## config.mk

```make
export PLATFORM = sky130hd
export DESIGN_NAME = mutex_lease_monitor
export DESIGN_NICKNAME = d
export VERILOG_FILES = /design/src/rtl/mutex_pkg.sv /design/src/rtl/mutex_sat_counter.sv /design/src/rtl/mutex_lease_monitor.sv
export SDC_FILE = /design/constraint.sdc
export NUM_CORES = 1
export LEC_CHECK = 0
export CORE_UTILIZATION = 38
export CTS_BUF_LIST = sky130_fd_sc_hd__clkbuf_4
export DETAILED_ROUTE_END_ITERATION = 10
export GPL_TIMING_DRIVEN = 0
export SYNTH_ARGS = -nofsm -noshare
export SYNTH_HDL_FRONTEND = slang
export SYNTH_SLANG_ARGS = --single-unit
```

## constraint.sdc

```tcl
create_clock -name clk -period 4.3 [get_ports clk]
set_clock_uncertainty 0.1 [all_clocks]
set_input_delay 0.86 -clock clk [delete_from_list [all_inputs] [get_ports clk]]
set_output_delay 0.86 -clock clk [all_outputs]
set_load 0.03 [all_outputs]
```

## src/rtl/mutex_pkg.sv

```systemverilog
// Shared types and helpers for the mutex and its lease monitor.
package mutex_pkg;

  localparam int N_REQ_DEF = 4;
  // Widest grant vector the helper functions accept.
  localparam int MAX_REQ   = 32;

  typedef enum logic [1:0] {
    IDLE      = 2'd0,
    HELD      = 2'd1,
    REVOKE    = 2'd2,
    WAIT_DROP = 2'd3
  } lease_state_e;

  // Exactly one bit set.
  function automatic logic is_onehot(input logic [MAX_REQ-1:0] vec);
    return (vec != '0) && ((vec & (vec - MAX_REQ'(1))) == '0);
  endfunction

  // More than one bit set.
  function automatic logic is_multihot(input logic [MAX_REQ-1:0] vec);
    return (vec & (vec - MAX_REQ'(1))) != '0;
  endfunction

  // Index of the lowest set bit; 0 when the vector is zero.
  function automatic logic [4:0] onehot2idx(input logic [MAX_REQ-1:0] vec);
    logic [4:0] idx;
    idx = '0;
    for (int i = MAX_REQ - 1; i >= 0; i--) begin
      if (vec[i]) idx = 5'(i);
    end
    return idx;
  endfunction

endpackage

```

## src/rtl/mutex_sat_counter.sv

```systemverilog
// Saturating up-counter with a synchronous clear that beats the increment.
module mutex_sat_counter #(
  parameter int W = 16
) (
  input  logic         clk,
  input  logic         rst_n,
  input  logic         inc,
  input  logic         clr,
  output logic [W-1:0] q
);

  // Count up, stick at all-ones, clear has priority.
  always_ff @(posedge clk or negedge rst_n) begin
    if (!rst_n) begin
      q <= '0;
    end else if (clr) begin
      q <= '0;
    end else if (inc && (q != '1)) begin
      q <= q + W'(1);
    end
  end

endmodule

```

## src/rtl/mutex_lease_monitor.sv

```systemverilog
// Watches the mutex grant vector, times each lease, revokes overlong leases
// and records protocol errors and lease/timeout statistics.
//
// Handshake: grant_i is a level (one-hot or zero) owned by the mutex;
// release_i is a one-cycle strobe from the owner; revoke_o is a one-cycle
// strobe back to the mutex asking it to drop the owner's grant. No
// back-pressure exists on any of these signals.
module mutex_lease_monitor
  import mutex_pkg::*;
#(
  parameter int N_REQ    = N_REQ_DEF,
  parameter int MAX_HOLD = 64,
  parameter int CNT_W    = 16
) (
  input  logic                        clk,
  input  logic                        rst_n,
  input  logic [N_REQ-1:0]            grant_i,
  input  logic [N_REQ-1:0]            release_i,
  input  logic                        clr_i,
  output logic [N_REQ-1:0]            revoke_o,
  output logic                        owner_valid_o,
  output logic [$clog2(N_REQ)-1:0]    owner_id_o,
  output logic [$clog2(MAX_HOLD+1)-1:0] hold_cnt_o,
  output logic                        err_multi_o,
  output logic                        err_rel_o,
  output logic [CNT_W-1:0]            grant_cnt_o,
  output logic [CNT_W-1:0]            timeout_cnt_o
);

  localparam int ID_W = $clog2(N_REQ);
  localparam int HW   = $clog2(MAX_HOLD + 1);

  lease_state_e        state;
  logic [MAX_REQ-1:0]  g_ext;
  logic [N_REQ-1:0]    own_mask;
  logic [ID_W-1:0]     grant_idx;
  logic                grant_one;
  logic                grant_multi;
  logic                grant_own;
  logic                rel_own;
  logic                rel_other;
  logic                at_limit;
  logic                grant_inc;
  logic                timeout_inc;

  // Decode the grant/release vectors against the tracked owner.
  always_comb begin
    g_ext              = '0;
    g_ext[N_REQ-1:0]   = grant_i;
    grant_one          = is_onehot(g_ext);
    grant_multi        = is_multihot(g_ext);
    grant_idx          = ID_W'(onehot2idx(g_ext));
    own_mask           = N_REQ'(1) << owner_id_o;
    grant_own          = grant_i[owner_id_o];
    rel_own            = release_i[owner_id_o];
    rel_other          = |(release_i & ~own_mask);
    at_limit           = (hold_cnt_o == HW'(MAX_HOLD - 1));
    grant_inc          = 1'b0;
    timeout_inc        = 1'b0;
    case (state)
      IDLE:      grant_inc   = grant_one;
      HELD: begin
        grant_inc   = !grant_own && grant_one;
        timeout_inc = grant_own && !rel_own && at_limit;
      end
      WAIT_DROP: grant_inc   = !grant_own && grant_one;
      default:   grant_inc   = 1'b0;
    endcase
  end

  // Lease FSM: owner, hold counter and the revoke strobe.
  always_ff @(posedge clk or negedge rst_n) begin
    if (!rst_n) begin
      state         <= IDLE;
      owner_valid_o <= 1'b0;
      owner_id_o    <= '0;
      hold_cnt_o    <= '0;
      revoke_o      <= '0;
    end else begin
      revoke_o <= '0;
      case (state)
        IDLE: begin
          if (grant_one) begin
            state         <= HELD;
            owner_id_o    <= grant_idx;
            owner_valid_o <= 1'b1;
            hold_cnt_o    <= '0;
          end
        end
        HELD: begin
          if (!grant_own && grant_one) begin
            // Same-cycle handover to a different requester.
            owner_id_o <= grant_idx;
            hold_cnt_o <= '0;
          end else if (!grant_own || rel_own) begin
            state         <= IDLE;
            owner_valid_o <= 1'b0;
            hold_cnt_o    <= '0;
          end else if (at_limit) begin
            state      <= REVOKE;
            hold_cnt_o <= HW'(MAX_HOLD);
            revoke_o   <= own_mask;
          end else begin
            hold_cnt_o <= hold_cnt_o + HW'(1);
          end
        end
        REVOKE: begin
          state <= WAIT_DROP;
        end
        WAIT_DROP: begin
          if (!grant_own) begin
            if (grant_one) begin
              state      <= HELD;
              owner_id_o <= grant_idx;
              hold_cnt_o <= '0;
            end else begin
              state         <= IDLE;
              owner_valid_o <= 1'b0;
              hold_cnt_o    <= '0;
            end
          end
        end
        default: begin
          state         <= IDLE;
          owner_valid_o <= 1'b0;
          hold_cnt_o    <= '0;
        end
      endcase
    end
  end

  // Sticky protocol error flags; clear beats a coincident error.
  always_ff @(posedge clk or negedge rst_n) begin
    if (!rst_n) begin
      err_multi_o <= 1'b0;
      err_rel_o   <= 1'b0;
    end else if (clr_i) begin
      err_multi_o <= 1'b0;
      err_rel_o   <= 1'b0;
    end else begin
      if (grant_multi)                err_multi_o <= 1'b1;
      if (owner_valid_o && rel_other) err_rel_o   <= 1'b1;
    end
  end

  mutex_sat_counter #(.W(CNT_W)) u_grant_cnt (
    .clk   (clk),
    .rst_n (rst_n),
    .inc   (grant_inc),
    .clr   (clr_i),
    .q     (grant_cnt_o)
  );

  mutex_sat_counter #(.W(CNT_W)) u_timeout_cnt (
    .clk   (clk),
    .rst_n (rst_n),
    .inc   (timeout_inc),
    .clr   (clr_i),
    .q     (timeout_cnt_o)
  );

endmodule

```

Word-level counts from Yosys, hierarchy flattened
Index checks and enable logic that the tools add are counted.
{ "word_totals": {"in_bits": 11, "latch_bits": 0, "reg_bits": 50, "mem_bits_ro": 0, "wordCells": 101, "ram_bits": 0, "n_memories": 0} }
{ "op_classes": {"n_addsub": 4, "div": 0, "order_cmp": 1, "reduce_logical": 25, "eq_ne": 13, "shift": 1, "mul": 0, "bitwise_logic": 3, "mux": 45} }
{ "op_table": {"columns": ["operator", "count"], "rows": [
  ["$mux W16", 4],
  ["$mux W7", 5],
  ["$add A16 B1 Y16 const B", 2],
  ["$and A4 B32 Y32", 1],
  ["$logic_not A32 Y1", 1],
  ["$ne A16 B16 Y1 const B", 2],
  ["$reduce_bool A32 Y1", 1],
  ["$mux W2", 12],
  ["$pmux W7 S3", 1],
  ["$mux W4", 4],
  ["$mux W1", 13],
  ["$ne A2 B2 Y1 const B", 6],
  ["$pmux W2 S4", 1],
  ["$reduce_bool A2 Y1", 4],
  ["$add A7 B1 Y7 const B", 1],
  ["$eq A7 B6 Y1 const B", 1],
  ["$logic_and A1 B1 Y1", 7],
  ["$pmux W2 S3", 1],
  ["$reduce_and A3 Y1", 2],
  ["$reduce_and A6 Y1", 1],
  ["$sub A4 B1 Y5 const B", 1],
  ["$and A4 B4 Y4", 1],
  ["$bmux W1 S2", 2],
  ["$eq A2 B2 Y1 const B", 2],
  ["other kinds (15)", 16]
]} }

Depth between registers and ports, before layout
Gate-level depths: netlist (run 1).
{ "depth": {"ltp_word": 9, "ltp_mapped": 8} }

Hierarchy
A second synthesis (run 1) with hierarchy kept.
{ "unflattened": {"hier_cells": 306, "area_unflattened_um2": 2960.3} }
{ "by_module_without_submodules": {"columns": ["module", "area_each_um2", "cells_each", "instances"], "rows": [
  ["mutex_sat_counter", 942.2, 98, 2],
  ["mutex_lease_monitor", 1076.0, 110, 1]
]} }

Least setup slack after synthesis (run 1)
No wires, ideal clock.
{ "synth_path": {"path_kind": "input port to flip-flop", "start": "input grant_i[3]", "end": "register u_grant_cnt.q[11]", "n_path_buf": 2, "arrival_ns": 2.460, "required_time_ns": 4.122, "path_slack_ns": 1.662, "stages": 7, "cell_sequence": "buf_6 -> nor4b_2 -> a211oi_1 -> or4_1 -> buf_2 -> or3_1 -> a21oi_1"} }
{ "synth_between": {"elab_chain_len": 8, "word_cells_on_any_way": 12} }
{ "synth_lines": {"columns": ["item", "line_no", "rtl"], "rows": [
  ["from (decl)", "mutex_lease_monitor.sv:17", "input logic [N_REQ-1:0] grant_i,"],
  ["$sub A4 B1 Y5", "mutex_pkg.sv:17", "return (vec != '0) && ((vec & (vec - MAX_REQ'(1))) == '0);"],
  ["$and A4 B32 Y32", "mutex_pkg.sv:17", null],
  ["$logic_not A32 Y1", "mutex_pkg.sv:17", null],
  ["$logic_and A1 B1 Y1", "mutex_pkg.sv:17", null],
  ["$logic_and A1 B1 Y1", "mutex_lease_monitor.sv:63, mutex_lease_monitor.sv:66", null],
  ["$pmux W1 S2 *", "mutex_lease_monitor.sv:60", "case (state)"],
  ["$logic_and A1 B1 Y1 *", "mutex_sat_counter.sv:18", "end else if (inc && (q != '1)) begin"],
  ["$reduce_bool A2 Y1 (no line) *", null, null],
  ["to (signal assigned)", "mutex_sat_counter.sv:19", "q <= q + W'(1);"],
  ["to (decl)", "mutex_sat_counter.sv:9", "output logic [W-1:0] q"]
]} }
Every way passes the cells marked *; elsewhere a longest branch is shown, timed or not. The select of a mux whose other input is x is not followed.
A chain may end at the register's enable or synchronous reset.

Worst setup path after layout (run 1)
{ "layout_path": {"start": "input grant_i[1]", "end": "register u_timeout_cnt.q[5]"} }
{ "layout_between": {"elab_chain_len": 7} }
{ "layout_lines": {"columns": ["item", "line_no", "rtl"], "rows": [
  ["$bmux W1 S2", "mutex_lease_monitor.sv:54", "grant_own = grant_i[owner_id_o];"],
  ["$mux W1 (not written as such)", "mutex_lease_monitor.sv:54", null],
  ["$logic_and A1 B1 Y1 (2 in a row)", "mutex_lease_monitor.sv:64", "timeout_inc = grant_own && !rel_own && at_limit;"],
  ["$mux W1", "mutex_lease_monitor.sv:60", null],
  ["$logic_and A1 B1 Y1", "mutex_sat_counter.sv:18", null],
  ["$reduce_bool A2 Y1 (no line)", null, null],
  ["to (signal assigned)", "mutex_sat_counter.sv:19", null],
  ["to (decl)", "mutex_sat_counter.sv:9", null]
]} }
Every way passes these cells. The select of a mux whose other input is x is not followed.

==> results_dict.tcl, run 1 <==
set metrics [dict create \
    gp_congestion 0.779 \
    top_usage_layer "met2" \
    cp-end-kind "register" \
    hold_class "in -> async" \
    drtIter0Drc 100 \
    die_x_um 90.5 \
    cts_root_buf "clkbuf_4" \
    insertion_delay_ps 370 \
    ys_seq_area_share_pct 42.1 \
    yosys.area_share.adder_pct 1.60 \
    dp_hpwl_mm 5.16 \
    postRouteAntennaNets 0 \
    cts_buffers 5 \
    grtUsageTotal_pct 18.2 \
    dr.pass1.iters 4 \
    hold_viol 0 \
    synth.largest_area_cell "dfrtp_1" \
    status "complete, no violations" \
    dieArea_um2 8180 \
    synth-xor-area-share_pct 3.87 \
    fin_crit_ps 2980 \
    slew_headroom_pct 61.0 \
    grt_overflow 0 \
    cp-start-kind "input pin" \
    rows 31 \
    synth_top_flop_cell "dfrtp_1" \
    whs_ps 315 \
    fin_util_pct 50.4 \
    post-route-period-util_pct 69.3 \
    synth_most_common_cell "dfrtp_1" \
    netlist_area_um2 2970 \
    cts_buffer_depth 2 \
    async_reset_ff_share_pct 100 \
    crit_top_cell "buf_2" \
    drive_above_1_share_pct 6.74 \
    grt_pass1_vias 2498 \
    grt.met2_usage_pct 28.4 \
    synth-simple-area-share_pct 28.9 \
    slowest_stage "clkdlybuf4s50_1" \
    wl_mm 7.20 \
    synth-edff-count 0 \
    nNetsFinal 399 \
    syn_to_final_growth_pct 25.7 \
    irDropWorstVdd_uv 141 \
    grt_max_degree 32 \
    diodes 0 \
    synth-compound-area-share_pct 13.8 \
    tightest_slew_ps 585 \
    holdBufCountCts 0 \
    avgViaCountPerCell 5.51 \
    boundaryPins 59 \
    critPathRequiredTime_ps 4460 \
    synth_cell_type_count 50 \
    start_util_pct 40.1 \
    coreArea_um2 7410 \
    die_y_um 90.5 \
    tritoncts "built" \
    clk_pin_slew_worst_paths_ps 160 \
    total_power_mw 1.04 \
    rsz0062_at_grt "no" \
    synth_top_family_by_area "simple AND/OR/NAND/NOR gates" \
    num_vias 2671 \
    htree_levels 2 \
    synthTopCellsByCount "50 x dfrtp_1, 31 x nand2_1, 27 x nor2_1" \
    synth_fp_nets 334 \
    ys_top_cells_by_area "dfrtp_1 42%, nand2_1 3.9%, a21oi_1 3.5%" \
    preCtsSetupSlack_ps 936 \
    setup_viol 0 \
    use_met3_pct 2.95 \
    yosys_warnings 0 \
    critical_path_class "in -> reg" \
    crit_fanout 10 \
    arrival_ps 3140 \
    final.setup.worst_slack_ps 1320 \
    yosys.area.top_type_share_pct 42.1 \
    critical_path_buf_inv_count 3 \
    cts-resized-gates 0 \
    report.final.slew_viol_count 0 \
    path_cells "clkdlybuf4s50_1 > buf_2 > nor2b_1 > mux4_2 > nand2_1 > buf_2 > nor4_1 > mux2_1" \
    ys_ff_latch 50 \
    tns_ps 0 \
    synth_mux_area_share_pct 5.51 \
    p_leak_nw 1.47 \
    grt_first_pass_wirelength_mm 12.2 \
    power.density_nw_per_um2 279 \
    clock-sinks 50 \
    antenna_found_initial 0 \
    syn_area_per_cell_um2 9.29 \
    wire_per_inst_um 14.9 \
    io_buffer_count 57 \
    max_freq_mhz 336 \
    syn-instance-count 320 \
    cp_slowest_stage_delay_ps 540 \
    route.detailed.drc 0 \
    critPathTopFamily "buffers and inverters" \
    max_cap_violations 0 \
    met1_usage_pct 26.3 \
    post_cts_buffers 0 \
]
## final timing paths
check | start | cells past startpoint | end | slack, ps
setup / recovery | grant_i[1] | 8 | u_timeout_cnt.q[5] | 1320
hold / removal | rst_n | 1 | u_timeout_cnt.q[9] | 320
setup reg to reg | u_grant_cnt.q[0] | 8 | u_grant_cnt.q[11] | 1720
hold reg to reg | err_rel_o | 2 | err_rel_o | 430
max in group asynchronous | rst_n | 2 | u_timeout_cnt.q[0] | 3240
min in group clk | err_rel_o | 2 | err_rel_o | 430
## sequential cells by signal, summed over array words and instances (netlist names), named ones only
name             cells
u_grant_cnt.q       16
u_timeout_cnt.q     16
hold_cnt_o           7
revoke_o             4
owner_id_o           2
err_multi_o          1
err_rel_o            1
owner_valid_o        1
state                1
## layout by cell type, fill, tap and decap left out, types with 3 or more instances in the layout
cell              n
or3_1            10
a211o_1           3
clkbuf_4          5
nand2_1          31
or4_1             7
nand3_1          13
o31ai_1           7
dfrtp_1          50
a21oi_1          21
inv_1             6
nor2b_1           9
nor4b_1           4
clkdlybuf4s50_1  56
nor3_1            7
nor4_1            9
o21ai_0          12
nor2_1           27
mux2_1            5
nor3b_1           3
clkbuf_1         10
mux2i_1           4
nand2b_1          5
ha_1              3
mux4_2            3
and3_1            7
buf_6             3
o21ai_1           5
xnor2_1           9
nand4_1           7
and4_1            8
buf_2             8
## power by group
group	switching, mW	internal, mW	total [mW]
clock	0.158	0.0613	0.220
combinational	0.181	0.122	0.302
sequential	0.0247	0.495	0.520
total	0.364	0.678	1.04
## cell families (layout without fill, tap and decap cells)
family / after synthesis / count (layout)
AND/OR/NAND/NOR: 152 / 152
AO/OA/AOI/OAI: 65 / 65
flip-flops: 50 / 50
buffers and inverters: 26 / 92
multiplexers: 12 / 12
XOR/XNOR: 11 / 11
adder cells (fa/ha/maj): 4 / 4
## through the flow
step	cells	instance area [um^2]
global route	485	3740
CTS	485	3740
finish	485	3740
floorplan	320	2970
detailed placement	477	3680
global placement	476	3670
## metal layers
metal / wire length (um) / share of wire, %
met5: 0 / 0
met4: 61 / 0.85
met3: 293 / 4.1
met2: 3200 / 44
met1: 3640 / 51
## final cells by class
class                   instances  area, um^2
well taps                      99         124
repair buffers                 58         586
inverters                       6        22.5
flip-flops and latches         50        1250
multi-input cells             244        1590
plain buffers                  20         106
clock buffers                   5        37.5
fillers                       689        3670
clock inverters                 3        16.3
Note: power is estimated with default switching activity, not from simulation.
==> run 2, diff against run 1 <==
==> constraint.sdc (replaced) <==
create_clock -name clk -period 3 [get_ports clk]
set_clock_uncertainty 0.1 [all_clocks]
set_input_delay 0.6 -clock clk [delete_from_list [all_inputs] [get_ports clk]]
set_output_delay 0.6 -clock clk [all_outputs]
set_load 0.03 [all_outputs]
==> results of run 2 <==
Same layout as run 1 (identical final DEF). Status: complete, no violations.
Main changes from that run: setup slack after placement 936 ps -> -104 ps; setup slack after layout 1320 ps -> 281 ps; hold slack 315 ps -> 55.4 ps; register-to-register setup slack 1720 ps -> 420 ps; total power 1.04 mW -> 1.49 mW; worst IR drop on VDD 141 uV -> 202 uV
